[config.mk]
export PLATFORM = sky130hd
export DESIGN_NAME = rf_wport_arbiter
export DESIGN_NICKNAME = d
export VERILOG_FILES = /design/src/rtl/rf_wport_arbiter.sv
export SDC_FILE = /design/constraint.sdc
export NUM_CORES = 1
export LEC_CHECK = 0
export CORE_ASPECT_RATIO = 0.5
export CORE_UTILIZATION = 25
export DETAILED_ROUTE_END_ITERATION = 7
export HOLD_SLACK_MARGIN = 0.03
export PLACE_DENSITY = 0.46
export SYNTH_ARGS = -nofsm -noshare
export SYNTH_HDL_FRONTEND = slang
export SYNTH_SLANG_ARGS = --single-unit
[constraint.sdc]
create_clock -name clk -period 4.4 [get_ports clk]
set_input_delay 0.88 -clock clk [delete_from_list [all_inputs] [get_ports clk]]
set_output_delay 0.88 -clock clk [all_outputs]
set_load 0.02 [all_outputs]
[src/rtl/rf_wport_arbiter.sv]
// Register-file write-port arbiter: WB stage (port A) vs. buffered long-latency port B.
// Optional RF_WPORT_ARB_PEND_MASK_EN adds pend_mask_o listing rd targets queued in the FIFO.
module rf_wport_arbiter #(
    parameter int DEPTH    = 4,
    parameter int MAX_WAIT = 8
) (
    input  logic        clk,
    input  logic        arst_n,
    input  logic        wb_rf_en_i,
    input  logic [4:0]  wb_rd_i,
    input  logic [31:0] wb_data_i,
    output logic        wb_stall_o,
    input  logic        lu_valid_i,
    output logic        lu_ready_o,
    input  logic [4:0]  lu_rd_i,
    input  logic [31:0] lu_wdata_i,
    output logic        rf_we_o,
    output logic [4:0]  rf_waddr_o,
    output logic [31:0] rf_wdata_o
`ifdef RF_WPORT_ARB_PEND_MASK_EN
    ,
    output logic [31:0] pend_mask_o
`endif
);

    localparam int AW = $clog2(DEPTH);
    localparam int PW = AW + 1;
    localparam int CW = $clog2(MAX_WAIT) + 1;

    typedef enum logic [1:0] {
        IDLE  = 2'd0,
        PEND  = 2'd1,
        FORCE = 2'd2
    } state_t;

    state_t state, state_nxt;

    logic [CW-1:0] wait_cnt, wait_nxt;
    logic [4:0]    mem_rd   [DEPTH];
    logic [31:0]   mem_data [DEPTH];
    logic [PW-1:0] wr_ptr, rd_ptr;
    logic [PW-1:0] wr_ptr_nxt, rd_ptr_nxt;
    logic          full, empty, empty_nxt;
    logic          push, pop;
    logic          a_req, grant_a, grant_b;

    assign full  = (wr_ptr[AW] != rd_ptr[AW]) &&
                   (wr_ptr[AW-1:0] == rd_ptr[AW-1:0]);
    assign empty = (wr_ptr == rd_ptr);

    assign lu_ready_o = !full;
    assign push       = lu_valid_i && !full && (lu_rd_i != 5'd0);

    // Gated by reset so the write port is quiet while the arbiter is held.
    assign a_req   = arst_n && wb_rf_en_i && (wb_rd_i != 5'd0);
    assign grant_b = (state == FORCE) || (!a_req && !empty);
    assign grant_a = (state != FORCE) && a_req;
    assign pop     = grant_b;

    assign wr_ptr_nxt = wr_ptr + PW'(push);
    assign rd_ptr_nxt = rd_ptr + PW'(pop);
    assign empty_nxt  = (wr_ptr_nxt == rd_ptr_nxt);

    assign wb_stall_o = (state == FORCE);

    // FIFO payload storage; contents are don't-care until pointed to.
    always_ff @(posedge clk) begin
        if (push) begin
            mem_rd[wr_ptr[AW-1:0]]   <= lu_rd_i;
            mem_data[wr_ptr[AW-1:0]] <= lu_wdata_i;
        end
    end

    // FIFO pointers, arbiter state and starvation counter.
    always_ff @(posedge clk or negedge arst_n) begin
        if (!arst_n) begin
            wr_ptr   <= '0;
            rd_ptr   <= '0;
            state    <= IDLE;
            wait_cnt <= '0;
        end else begin
            wr_ptr   <= wr_ptr_nxt;
            rd_ptr   <= rd_ptr_nxt;
            state    <= state_nxt;
            wait_cnt <= wait_nxt;
        end
    end

    // Next state: count ungranted head cycles and force a slot on starvation.
    always_comb begin
        state_nxt = state;
        wait_nxt  = wait_cnt;
        unique case (state)
            IDLE: begin
                wait_nxt = '0;
                if (push) state_nxt = PEND;
            end
            PEND: begin
                if (grant_b) wait_nxt = '0;
                else         wait_nxt = wait_cnt + CW'(1);
                if (!grant_b && wait_cnt == CW'(MAX_WAIT - 1)) begin
                    state_nxt = FORCE;
                    wait_nxt  = '0;
                end else if (empty_nxt) begin
                    state_nxt = IDLE;
                end
            end
            FORCE: begin
                wait_nxt  = '0;
                state_nxt = empty_nxt ? IDLE : PEND;
            end
            default: begin
                state_nxt = IDLE;
                wait_nxt  = '0;
            end
        endcase
    end

    // Drive the register-file write port from the current grant.
    always_comb begin
        rf_we_o    = 1'b0;
        rf_waddr_o = '0;
        rf_wdata_o = '0;
        if (grant_a) begin
            rf_we_o    = 1'b1;
            rf_waddr_o = wb_rd_i;
            rf_wdata_o = wb_data_i;
        end else if (grant_b) begin
            rf_we_o    = 1'b1;
            rf_waddr_o = mem_rd[rd_ptr[AW-1:0]];
            rf_wdata_o = mem_data[rd_ptr[AW-1:0]];
        end
    end

`ifdef RF_WPORT_ARB_PEND_MASK_EN
    logic [PW-1:0] count;

    assign count = wr_ptr - rd_ptr;

    // Mark every queued rd except the head that leaves this cycle.
    always_comb begin
        logic [PW-1:0] idx;
        pend_mask_o = '0;
        idx         = '0;
        for (int k = 0; k < DEPTH; k++) begin
            idx = rd_ptr + PW'(k);
            if (PW'(k) < count && !(k == 0 && pop))
                pend_mask_o[mem_rd[idx[AW-1:0]]] = 1'b1;
        end
        pend_mask_o[0] = 1'b0;
    end
`endif

endmodule

==> metrics.yaml <==
cts-buffers-inserted: 17
fin_skew_ns: 0.00666
drv_slew: 0
ys_types: 28
grt_usage: 0.112
clockRootBuffer: "clkbuf_16"
io_pins: 118
hold_buffers: 0
n_antenna_cell: 0
async_flop_share: 0.0750
port_buffers: 117
grt-ovfl-total: 0
final_area_um2: 8720
status: "finished clean"
postPlaceCellArea_um2: 8050
worst_setup_path_end_kind: "output pin"
dp.final_hpwl_um: 9290
grt_setup_unrepaired: "no"
cap_violations: 0
worst_pin_slew_ns: 0.893
area_delta_synth_final_pct: 36.5
fin_setup_tns_ns: 0
post-route-min-period_ns: 4.18
syn_area_um2: 6390
fin_util: 0.355
postLayoutSetupSlackWorst_ns: 0.223
wl_per_cell_um: 18.0
clockBufferDepth: 2
total_leakage_power_nw: 2.93
die_h_um: 115
viasPerCell: 4.29
place_congestion: 0.693
max-slew-margin-rel: 0.404
routed.top_layer: "met4"
initial_core_util: 0.260
hold_viol: 0
clk_pin_slew_ns: 0.06
antenna_found_initial: 1
first_pass_iters: 4
wl_met2_um: 7070
worstPathMaxFanout: 37
syn_nets: 379
ant_nets: 0
dpl_worst_slack_ns: 0.195
grt_start_max_net_pins: 38
ys_seq_area_frac: 0.743
wl_met1_um: 6190
num-fill-cells: 2296
drc: 0
worstSetupPathType: "input port to output pin"
clk_latency_ns: 0.42
fp-row-count: 40
max_freq_mhz: 239
critical_path.startpoint_type: "input port"
avgSynthCellArea_um2: 21.6
nets: 511
synth_cells: 296
grt_pass1_wl_um: 21300
synth_edf_count: 148
cts_resized: 0
die_x_um: 228
wirelength_um: 14000
coreArea_um2: 24500
htree_levels: 4
ys_warn_count: 0
wl_met3_um: 524
peakVddDrop_v: 0.000323
ys.flop_type: "edfxtp_1"
setup_violations: 0
p_per_area_nw_per_um2: 720
num_vias: 3334
cts.sinks: 160
postCtsSetupBuffers: 0
initialDrtViolationCount: 252
arrival_ns: 3.30
critPathRequiredTime_ns: 3.52
hold_path.class: "flip-flop to flip-flop"
die_area_um2: 26200
grt_pass1_vias: 3438
layout-drive-gt1-share: 0.197
fin_crit_sh: 0.949
cts_tree: "yes"
synth-seq-cells: 160
[power by group]
| part | switching (mW) | total, mW | internal [mW] |
|---|---|---|---|
| sequential | 0.156 | 2.20 | 2.05 |
| clock | 0.585 | 1.65 | 1.06 |
| combinational | 1.19 | 2.42 | 1.23 |
| total | 1.93 | 6.27 | 4.34 |
[through the flow]
stage                     cells  total power, mW  hold WS, ns
after floorplan             296             3.70        0.444
after global placement      745             4.74        0.467
after detailed placement    745             4.74        0.460
after CTS                   777             6.40        0.469
after global routing        777             6.60        0.504
final                       777             6.27        0.468
[worst paths after layout]
kind                              from             to  slack (ns)  depth (start not counted)
max in group asynchronous       arst_n      rd_ptr[0]        3.35                          2
setup reg to reg             rd_ptr[1]       state[0]        1.78                         10
min in group asynchronous       arst_n      wr_ptr[1]        0.87                          2
hold / removal             wait_cnt[0]    wait_cnt[0]        0.47                          1
setup / recovery            wb_rd_i[3]  rf_waddr_o[4]        0.22                          6
hold reg to reg            wait_cnt[0]    wait_cnt[0]        0.47                          1
[per-layer routing]
| layer | global-route usage | vias to the layer above |
|---|---|---|
| li1 | - | 1531 |
| met1 | 0.142 | 1739 |
| met2 | 0.183 | 53 |
| met3 | 0.0308 | 11 |
| met4 | 0.0470 | 0 |
| met5 | 0 | - |
[critical path: stages]
cell and delay (ns):
clkdlybuf4s50_1 0.42, or4_1 0.58, o2111a_2 0.30, buf_4 0.28, a22o_1 0.28, clkdlybuf4s50_1 0.55
[flip-flops by register name (all words and copies together) (netlist names)]
| signal | count |
|---|---|
| rd_ptr | 3 |
| state | 2 |
| mem_data | 128 |
| wait_cnt | 4 |
| mem_rd | 20 |
| wr_ptr | 3 |
[cells in the final DEF, fill, tap and decap left out, types with 3 or more instances in the layout]
| cell type | n |
|---|---|
| a22o_1 | 37 |
| buf_12 | 6 |
| buf_4 | 6 |
| bufinv_16 | 6 |
| clkbuf_16 | 17 |
| clkdlybuf4s50_1 | 117 |
| dfrtp_1 | 10 |
| edfxtp_1 | 148 |
| ha_1 | 5 |
| mux4_2 | 37 |
| nand2b_1 | 3 |
| xnor2_1 | 5 |
| xor2_1 | 5 |
[area by class of cell]
| class | count | area (um^2) | area share |
|---|---|---|---|
| inverters | 2 | 7.51 | 0.000861 |
| clock buffers | 18 | 429 | 0.0492 |
| flip-flops and latches | 160 | 4750 | 0.545 |
| well taps | 336 | 420 | 0.0482 |
| clock inverters | 14 | 235 | 0.0270 |
| repair buffers | 129 | 1340 | 0.153 |
| multi-input cells | 118 | 1540 | 0.177 |
[cell families (layout without fill, tap and decap cells)]
kind of cell    after synthesis  count (layout)  synth area share
xor+xnor                     10              10            0.0137
buf+inv                      18             163            0.0208
mux                          37              37             0.130
flops                       160             160             0.743
compound gates               43              43            0.0582
simple gates                 23              23            0.0243
fa+ha+maj                     5               5           0.00979
[Yosys cell counts, drive strengths merged, types with 3 or more instances]
library cell / count / area [um^2]
buf: 12 / 110
xnor2: 5 / 43.8
nor3b: 4 / 30.0
edfxtp: 148 / 4440
xor2: 5 / 43.8
a22o: 37 / 324
mux4: 37 / 833
dfrtp: 12 / 300
nand2b: 3 / 18.8
ha: 5 / 62.6
clkbuf: 4 / 15.0
(Power assumes the default switching activity.)
